### src/rtl/id_ex_register.sv
// ID/EX pipeline register with load-use hazard detection and bubble count.
// Ports: clk, rst_n (sync, active-low), stall, flush, id_* in, ex_* out,
//   ex_write_reg, load_use_stall (comb), bubble_count (saturating).
module id_ex_register #(
  parameter int DATA_W = 32,
  parameter int REG_W  = 5,
  parameter int CNT_W  = 16
) (
  input  logic              clk,
  input  logic              rst_n,
  input  logic              stall,
  input  logic              flush,
  input  logic              id_valid,
  input  logic              id_reg_write,
  input  logic              id_mem_to_reg,
  input  logic              id_mem_write,
  input  logic              id_alu_src,
  input  logic              id_reg_dest,
  input  logic              id_jump_link,
  input  logic [3:0]        id_alu_op,
  input  logic              id_uses_rt,
  input  logic [DATA_W-1:0] id_rd1,
  input  logic [DATA_W-1:0] id_rd2,
  input  logic [REG_W-1:0]  id_rs,
  input  logic [REG_W-1:0]  id_rt,
  input  logic [REG_W-1:0]  id_rd,
  input  logic [DATA_W-1:0] id_imm,
  input  logic [4:0]        id_shamt,
  input  logic [DATA_W-1:0] id_pc_plus4,
  output logic              ex_valid,
  output logic              ex_reg_write,
  output logic              ex_mem_to_reg,
  output logic              ex_mem_write,
  output logic              ex_alu_src,
  output logic              ex_reg_dest,
  output logic              ex_jump_link,
  output logic [3:0]        ex_alu_op,
  output logic              ex_uses_rt,
  output logic [DATA_W-1:0] ex_rd1,
  output logic [DATA_W-1:0] ex_rd2,
  output logic [REG_W-1:0]  ex_rs,
  output logic [REG_W-1:0]  ex_rt,
  output logic [REG_W-1:0]  ex_rd,
  output logic [DATA_W-1:0] ex_imm,
  output logic [4:0]        ex_shamt,
  output logic [DATA_W-1:0] ex_pc_plus4,
  output logic [REG_W-1:0]  ex_write_reg,
  output logic              load_use_stall,
  output logic [CNT_W-1:0]  bubble_count
);

  typedef struct packed {
    logic              valid;
    logic              reg_write;
    logic              mem_to_reg;
    logic              mem_write;
    logic              alu_src;
    logic              reg_dest;
    logic              jump_link;
    logic [3:0]        alu_op;
    logic              uses_rt;
    logic [DATA_W-1:0] rd1;
    logic [DATA_W-1:0] rd2;
    logic [REG_W-1:0]  rs;
    logic [REG_W-1:0]  rt;
    logic [REG_W-1:0]  rd;
    logic [DATA_W-1:0] imm;
    logic [4:0]        shamt;
    logic [DATA_W-1:0] pc_plus4;
    logic [REG_W-1:0]  write_reg;
  } ex_t;

  ex_t              ex_q, ex_d, cap;
  logic [CNT_W-1:0] bub_q, bub_d;
  logic             hazard;

  // Control bits are gated by id_valid so an empty slot never writes.
  always_comb begin
    cap            = '0;
    cap.valid      = id_valid;
    cap.reg_write  = id_valid & id_reg_write;
    cap.mem_to_reg = id_valid & id_mem_to_reg;
    cap.mem_write  = id_valid & id_mem_write;
    cap.alu_src    = id_valid & id_alu_src;
    cap.reg_dest   = id_valid & id_reg_dest;
    cap.jump_link  = id_valid & id_jump_link;
    cap.alu_op     = id_valid ? id_alu_op : 4'h0;
    cap.uses_rt    = id_valid & id_uses_rt;
    cap.rd1        = id_rd1;
    cap.rd2        = id_rd2;
    cap.rs         = id_rs;
    cap.rt         = id_rt;
    cap.rd         = id_rd;
    cap.imm        = id_imm;
    cap.shamt      = id_shamt;
    cap.pc_plus4   = id_pc_plus4;
    cap.write_reg  = id_jump_link ? REG_W'(31) :
                     id_reg_dest  ? id_rd : id_rt;
  end

  // Load in EX whose destination feeds the instruction in ID.
  assign hazard = ex_q.valid & ex_q.mem_to_reg
                & (ex_q.write_reg != '0) & id_valid
                & ((ex_q.write_reg == id_rs)
                   | (id_uses_rt & (ex_q.write_reg == id_rt)));

  assign load_use_stall = rst_n & hazard & ~flush & ~stall;

  always_comb begin
    ex_d  = ex_q;
    bub_d = bub_q;
    if (flush) begin
      ex_d = '0;
    end else if (stall) begin
      ex_d = ex_q;
    end else if (hazard) begin
      ex_d = '0;
      if (~&bub_q) bub_d = bub_q + CNT_W'(1);
    end else begin
      ex_d = cap;
    end
  end

  always_ff @(posedge clk) begin
    if (!rst_n) begin
      ex_q  <= '0;
      bub_q <= '0;
    end else begin
      ex_q  <= ex_d;
      bub_q <= bub_d;
    end
  end

  assign ex_valid      = ex_q.valid;
  assign ex_reg_write  = ex_q.reg_write;
  assign ex_mem_to_reg = ex_q.mem_to_reg;
  assign ex_mem_write  = ex_q.mem_write;
  assign ex_alu_src    = ex_q.alu_src;
  assign ex_reg_dest   = ex_q.reg_dest;
  assign ex_jump_link  = ex_q.jump_link;
  assign ex_alu_op     = ex_q.alu_op;
  assign ex_uses_rt    = ex_q.uses_rt;
  assign ex_rd1        = ex_q.rd1;
  assign ex_rd2        = ex_q.rd2;
  assign ex_rs         = ex_q.rs;
  assign ex_rt         = ex_q.rt;
  assign ex_rd         = ex_q.rd;
  assign ex_imm        = ex_q.imm;
  assign ex_shamt      = ex_q.shamt;
  assign ex_pc_plus4   = ex_q.pc_plus4;
  assign ex_write_reg  = ex_q.write_reg;
  assign bubble_count  = bub_q;

endmodule

### config.mk
export PLATFORM = sky130hd
export DESIGN_NAME = id_ex_register
export DESIGN_NICKNAME = d
export VERILOG_FILES = /design/src/rtl/id_ex_register.sv
export SDC_FILE = /design/constraint.sdc
export NUM_CORES = 1
export LEC_CHECK = 0
export ABC_AREA = 1
export CAP_MARGIN = 10
export CORE_ASPECT_RATIO = 0.7
export CORE_MARGIN = 4
export CORE_UTILIZATION = 41
export DETAILED_ROUTE_END_ITERATION = 16
export GPL_ROUTABILITY_DRIVEN = 1
export GPL_TIMING_DRIVEN = 0
export PLACE_DENSITY = 0.81
export SYNTH_ARGS = -nofsm -noshare
export SYNTH_HDL_FRONTEND = slang
export SYNTH_SLANG_ARGS = --single-unit
### constraint.sdc
create_clock -name clk -period 1.7 [get_ports clk]
set_input_delay 0.255 -clock clk [delete_from_list [all_inputs] [get_ports clk]]
set_output_delay 0.255 -clock clk [all_outputs]
set_load 0.05 [all_outputs]
==> results of run 1 <==
==> worst max-delay path: stages (launching register included) <==
cell	delay [ps]
dfxtp_4	380
inv_2	40
nand2_1	50
nand2_1	90
nor2_4	100
nand3_2	90
nand2_2	100
nand2_4	80
buf_12	130
nor3_4	120
buf_6	190
==> area by class of cell <==
class / count / area, sq um / share of cell area [%]
Multi-Input combinational cell: 647 / 3630 / 29.5
Timing Repair Buffer: 369 / 3560 / 28.9
Clock buffer: 17 / 425 / 3.46
Tap cell: 225 / 282 / 2.29
Buffer: 76 / 487 / 3.95
Inverter: 25 / 98.8 / 0.803
Antenna cell: 1 / 2.50 / 0.0203
Sequential cell: 181 / 3660 / 29.7
Clock inverter: 15 / 169 / 1.37
==> synth_stat cells (2+ instances only) <==
master,number
inv_2,5
inv_1,20
clkbuf_1,40
nor2_4,2
buf_4,15
buf_6,4
nor2_1,34
nor3_1,3
buf_2,17
o21ai_0,111
nand4_1,14
a21oi_1,183
o21ai_1,3
nand3_1,66
nand2_1,224
dfxtp_1,181
==> layer usage <==
metal  up-vias  wire length [um]  share of wire (%)
li1       3912                 -                  -
met1      3900             11700                 40
met2       387             14500                 49
met3        61              2720                9.2
met4         2               673                2.3
met5         -                13              0.044
==> power by group <==
group / leakage, uW / total, uW / internal [uW] / switching, uW
combinational: 0.00386 / 1820 / 685 / 1130
sequential: 0.00149 / 4460 / 4380 / 80.6
clock: 0.000282 / 4070 / 2210 / 1860
total: 0.00562 / 10300 / 7270 / 3070
==> cells by family after synthesis <==
group	count (synthesis)	synth area share [%]
compound gates	298	21.1
xor+xnor	1	0.124
fa+ha+maj	1	0.176
buf+inv	103	6.99
flops	181	51.1
simple gates	347	20.6
==> worst max path at each step <==
stage                                end  cells past startpoint                    startpoint
after floorplan           load_use_stall                     10  ex_write_reg[4]$_SDFFE_PP0N_
after global placement    load_use_stall                     12                      id_rt[3]
after detailed placement  load_use_stall                     12                      id_rt[3]
after CTS                 load_use_stall                     10  ex_write_reg[2]$_SDFFE_PP0N_
after global routing      load_use_stall                     10  ex_write_reg[0]$_SDFFE_PP0N_
final                     load_use_stall                     10  ex_write_reg[0]$_SDFFE_PP0N_
==> timing repair <==
| item | CTS | global route |
|---|---|---|
| buffers inserted | 6 | 9 |
| pin swaps | 6 | 11 |
| gates resized for setup | 199 | 220 |
| cloned | 0 | 10 |
| setup endpoints to repair | 233 | 163 |
==> metrics by stage <==
stage               hold slack [ps]  std cells  total power (uW)  worst slack [ps]  utilization, %
CTS                             256       1536             10200              -320            67.8
finish                          187       1556             10300              -335            74.0
global route                    196       1556             10700              -409            74.0
global placement                446       1500              6310             -1310            65.3
detailed placement              455       1500              6330             -1320            65.3
floorplan                       368        931              5480              -187               -
==> flow_summary.toml, run 1 <==
[run_status]
run_status = "finished, violations left"
failing_checks = "setup timing"

[sta]
finalHoldViolations = 0
final.period_utilization_pct = 120
setup_tns_ps = -15470
setup-violations-final = 164
finalWorstSetupSlack_ps = -335
max_transition_margin_pct = 42.4
timing.fmax_mhz = 492
fin_skew_ps = 15.2
report.final.slew_viol_count = 0
rsz0062_at_grt = "true"
finalCriticalPeriod_ps = 2030
tightestPinTransition_ps = 864

[hold_path]
min-delay-path-class = "input port to flip-flop"
whs_path_depth = 3
hold_end = "ex_rs[4]$_SDFFE_PP0N_"
worst_hold_startpoint = "id_rs[4]"

[clock_tree]
tritoncts_clock_tree = "yes"
clockRootBuffer = "clkbuf_16"
cts.clk_slew.worst_paths_ps = 70
cts_buffer_depth = 2
clk-insertion-delay-late_ps = 430
cts_made_buffers = 17
cts_sinks = 181
cts_hold_buffers = 0
h-tree-depth = 4

[setup_path]
rr_startpoint = "ex_write_reg[0]$_SDFFE_PP0N_"
crit_arrival_ps = 1780
setup.reg_to_reg.worst_slack_ps = -260
critPathRequiredTime_ps = 1440
timing.critical_path.to_type = "output port"
path_class = "flip-flop to output port"
reg2reg_depth = 15
crit_path_start_kind = "flip-flop"
critPathMaxFanout = 6
worst_r2r_endpoint = "bubble_count[13]$_SDFFE_PN0P_"

[synthesis]
synth_cell_type_count = 25
syn-mean-instance-area_sq_um = 7.62
synth_edf_count = 0
synthDominantAreaCellType = "dfxtp_1"
synth_seq_area_share_pct = 51.1
postSynth.topFlopCell = "dfxtp_1"
async_flop_share_pct = 0
synthesis.instances = 931
synth.cell_area_sq_mm = 0.00709
synth.top_cells.by_area = "dfxtp_1, a21oi_1, nand2_1, o21ai_0, nand3_1"
ys_warn_count = 0
synth_fp_nets = 1096
synth_largest_type_area_fraction_pct = 51.1
ys_seq_elements = 181

[global_route]
grt_antenna_before_repair = 2
groute.layer.met2.usage_pct = 44.0
grt_max_degree = 20
first_global_vias = 7630
grt_pass1_wl_mm = 41.1
grt_most_used_layer = "met2"
fraction_of_met1_tracks_used_by_global_routing_pct = 32.6
track_usage_pct = 26.6
grt_overflow = 0
gr-usage-met3_pct = 9.63

[detailed_routing]
drt_drc_violations_left = 0
viasPerCell = 5.31
antenna_left = 0
detail_route.first_pass.iterations = 7
avgRoutedWirePerCell_um = 19.0
vias = 8262
drt-initial-drc-count = 674
detail_route.wirelength_mm = 29.6

[placed_design]
port_buffers = 344
dp_hpwl_mm = 20.5
postPlaceCellArea_sq_mm = 0.0109
final_weighted_congestion_in_routability_driven_placement = 0.861

[die]
design.portCount = 346
floorplan.die.height_um = 118
floorplan.die_area_sq_mm = 0.0195
floorplan.initialDensity_pct = 42.6
core_sq_mm = 0.0166
fp.dieW_um = 165
std_cell_rows = 39

[run]
cap_viol_max_count = 0

[cells_and_area]
nets = 1482
layout-drive-gt1-share_pct = 18.8
syn_to_final_growth_pct = 73.6
mostFrequentLayoutCell = "dlygate4sd2_1"
most_frequent_cells_in_the_layout = "dlygate4sd2_1, nand2_1, dfxtp_1, clkdlybuf4s50_1, a21oi_1"
num-fill-cells = 1259
design_area_sq_mm = 0.0123

[power]
worst_ir_drop_vdd_mv = 0.549
leakage_power_figure_uw = 0.00562
total_power_divided_by_cell_area_mw_per_mm2 = 841
No activity file was read; power rests on OpenSTA's default activity.
==> inputs of run 2 (changes only) <==
--- a/config.mk
+++ b/config.mk
@@ -8,7 +8,7 @@
 export ABC_AREA = 1
 export CAP_MARGIN = 10
 export CORE_ASPECT_RATIO = 0.7
-export CORE_MARGIN = 4
+export CORE_MARGIN = 2
 export CORE_UTILIZATION = 41
 export DETAILED_ROUTE_END_ITERATION = 16
 export GPL_ROUTABILITY_DRIVEN = 1
==> run 2 against run 1 <==
Effect of this change: the run still ends with setup timing left; sequential power is essentially flat; power is 2.0% higher; worst setup slack got worse by 69 ps; clock skew up 1.9 ps; first-iteration DRC count increased by 4.6%; utilization down 1.8 points; cell count grew 0.39%; global-route usage grew 1.4 points; flip-flop and latch count unchanged; cell area about the same; largest power group unchanged.
==> flow_summary.toml, run 2 (synthesized netlist as in run 1, its figures left out) <==
[setup_path]
crit_path_max_incr_delay_ps = 380
reg2reg_depth = 14
cp-startpoint = "ex_write_reg[1]$_SDFFE_PP0N_"
crit_arrival_ps = 1850
timing.critical_path.slowest_stage_cell = "dfxtp_4"
worst_setup_path_endpoint = "load_use_stall"
critPathMaxFanout = 5
worst_r2r_endpoint = "ex_rd2[1]$_SDFFE_PP0N_"
critPathRequiredTime_ps = 1440
setup.reg_to_reg.worst_slack_ps = -150
timing.critical_path.to_type = "output port"
worstPathCellList = "inv_4 > nand2_2 > nand2_1 > nor2_1 > nand3_1 > nand2_2 > nand2_4 > buf_12 > buf_12 > nor3_4 > buf_6"
crit_path_start_kind = "flip-flop"
rr_startpoint = "ex_write_reg[1]$_SDFFE_PP0N_"
path_class = "flip-flop to output port"

[placed_design]
final_weighted_congestion_in_routability_driven_placement = 0.836
dp_hpwl_mm = 19.4
placed_cells = 1506
postPlaceCellArea_sq_mm = 0.0109
port_buffers = 344

[sta]
max_transition_margin_pct = 45.8
tightestPinTransition_ps = 813
fin_skew_ps = 17.1
timing.fmax_mhz = 475
setup-violations-final = 62
rsz0062_at_grt = "true"
report.final.slew_viol_count = 0
finalWorstSetupSlack_ps = -404
finalCriticalPeriod_ps = 2100
final.period_utilization_pct = 124
finalHoldViolations = 0
hold_slack_ps = 156

[die]
floorplan.initialDensity_pct = 41.6
std_cell_rows = 40
design.portCount = 346
core_sq_mm = 0.0171
floorplan.die_area_sq_mm = 0.0184
fp.dieW_um = 161
floorplan.die.height_um = 114

[detailed_routing]
detail_route.first_pass.iterations = 7
drt_drc_violations_left = 0
vias = 8283
drt-initial-drc-count = 705
detail_route.wirelength_mm = 28.4
avgRoutedWirePerCell_um = 18.2
antenna_left = 0
viasPerCell = 5.30

[global_route]
grt_max_degree = 20
track_usage_pct = 28.1
grt_overflow = 0
grt_pass1_wl_mm = 40.4
first_global_vias = 7643
grt_antenna_before_repair = 3

[clock_tree]
cts_hold_buffers = 0
clk-insertion-delay-late_ps = 430
h-tree-depth = 4
cts_buffer_depth = 2
clockRootBuffer = "clkbuf_16"
cts_sinks = 181
cts_made_buffers = 17
tritoncts_clock_tree = "yes"
cts.clk_slew.worst_paths_ps = 70

[cells_and_area]
layoutNonFillerInstCount = 1562
mostFrequentLayoutCell = "dlygate4sd2_1"
num-fill-cells = 1347
most_frequent_cells_in_the_layout = "dlygate4sd2_1, nand2_1, dfxtp_1, clkdlybuf4s50_1, a21oi_1"
nets = 1480
postLayoutCoreUtil_pct = 72.2
layout-drive-gt1-share_pct = 18.4
syn_to_final_growth_pct = 73.7
design_area_sq_mm = 0.0123

[hold_path]
min-delay-path-class = "input port to flip-flop"

[run]
cap_viol_max_count = 0

[run_status]
run_status = "finished, violations left"
failing_checks = "setup timing"

[power]
worst_ir_drop_vdd_mv = 0.630
total_power_divided_by_cell_area_mw_per_mm2 = 857
leakage_power_figure_uw = 0.00568
-- run 2: changes by cell type in the layout (fill, tap and decap cells not counted), moves of 3 or more --
cell and change:
nand2_2 +19, nand2_4 -14, buf_4 -7, a21oi_1 +6, a21oi_2 -6, nand2_1 -5, buf_6 +3, clkinvlp_4 -3
dlygate4sd2_1 -3, nor2_1 +3
-- run 2: per-stage QoR --
stage | power (uW) | TNS, ps | setup slack [ps]
after floorplan | 5480 | -187 | -187
after global placement | 6300 | -62030 | -1240
after detailed placement | 6320 | -62080 | -1240
after CTS | 10500 | -435 | -430
after global routing | 10900 | -18140 | -547
final | 10600 | -5420 | -404
-- run 2: report_power, final --
| group | total [uW] | internal [uW] | switching, uW | leakage, uW |
|---|---|---|---|---|
| Clock | 4310 | 2520 | 1790 | 0.000313 |
| Combinational | 1780 | 675 | 1110 | 0.00389 |
| Sequential | 4460 | 4380 | 79.5 | 0.00149 |
-- run 2: worst min path at each step --
stage                       startpoint  depth (start not counted)  slack (ps)                            to
6_report                      id_rt[4]                          3         160         ex_rt[4]$_SDFFE_PP0N_
2_1_floorplan                    rst_n                          2         370  bubble_count[2]$_SDFFE_PN0P_
5_1_grt                       id_rt[4]                          3         150         ex_rt[4]$_SDFFE_PP0N_
3_5_place_dp    ex_rd1[0]$_SDFFE_PP0N_                          2         450        ex_rd1[0]$_SDFFE_PP0N_
3_3_place_gp   ex_rd2[26]$_SDFFE_PP0N_                          2         440       ex_rd2[26]$_SDFFE_PP0N_
4_1_cts                       id_rt[1]                          3         260         ex_rt[1]$_SDFFE_PP0N_
-- run 2: area by class of cell --
type / instances / area, sq um / share of cell area, %
sequential: 181 / 3660 / 29.7
timing repair buffer: 366 / 3560 / 28.9
multi-input combinational: 647 / 3540 / 28.8
tap: 231 / 289 / 2.35
clock inverter: 14 / 198 / 1.61
clock buffer: 18 / 439 / 3.57
buffer: 77 / 517 / 4.20
antenna: 3 / 7.51 / 0.0610
inverter: 25 / 101 / 0.823
-- run 2: worst max-delay path: cells and delay by family (launching register included) --
family | cells | cell delay, ps
simple gates | 7 | 560
buf+inv | 4 | 460
flops | 1 | 380
-- run 2: layer usage --
metal / track usage [%] / up-vias / wire, um
met2: 46.7 / 359 / 13800
met4: 8.57 / 0 / 584
li1: - / 3920 / -
met3: 9.49 / 48 / 2370
met5: 0 / - / 0
met1: 34.6 / 3956 / 11700
-- run 2: timing repair --
item | 4_1_cts | 5_1_grt
setup buffers | 8 | 4
pin swaps | 6 | 10
gates cloned | 0 | 10
gates resized for setup | 202 | 205
setup endpoints to repair | 245 | 159
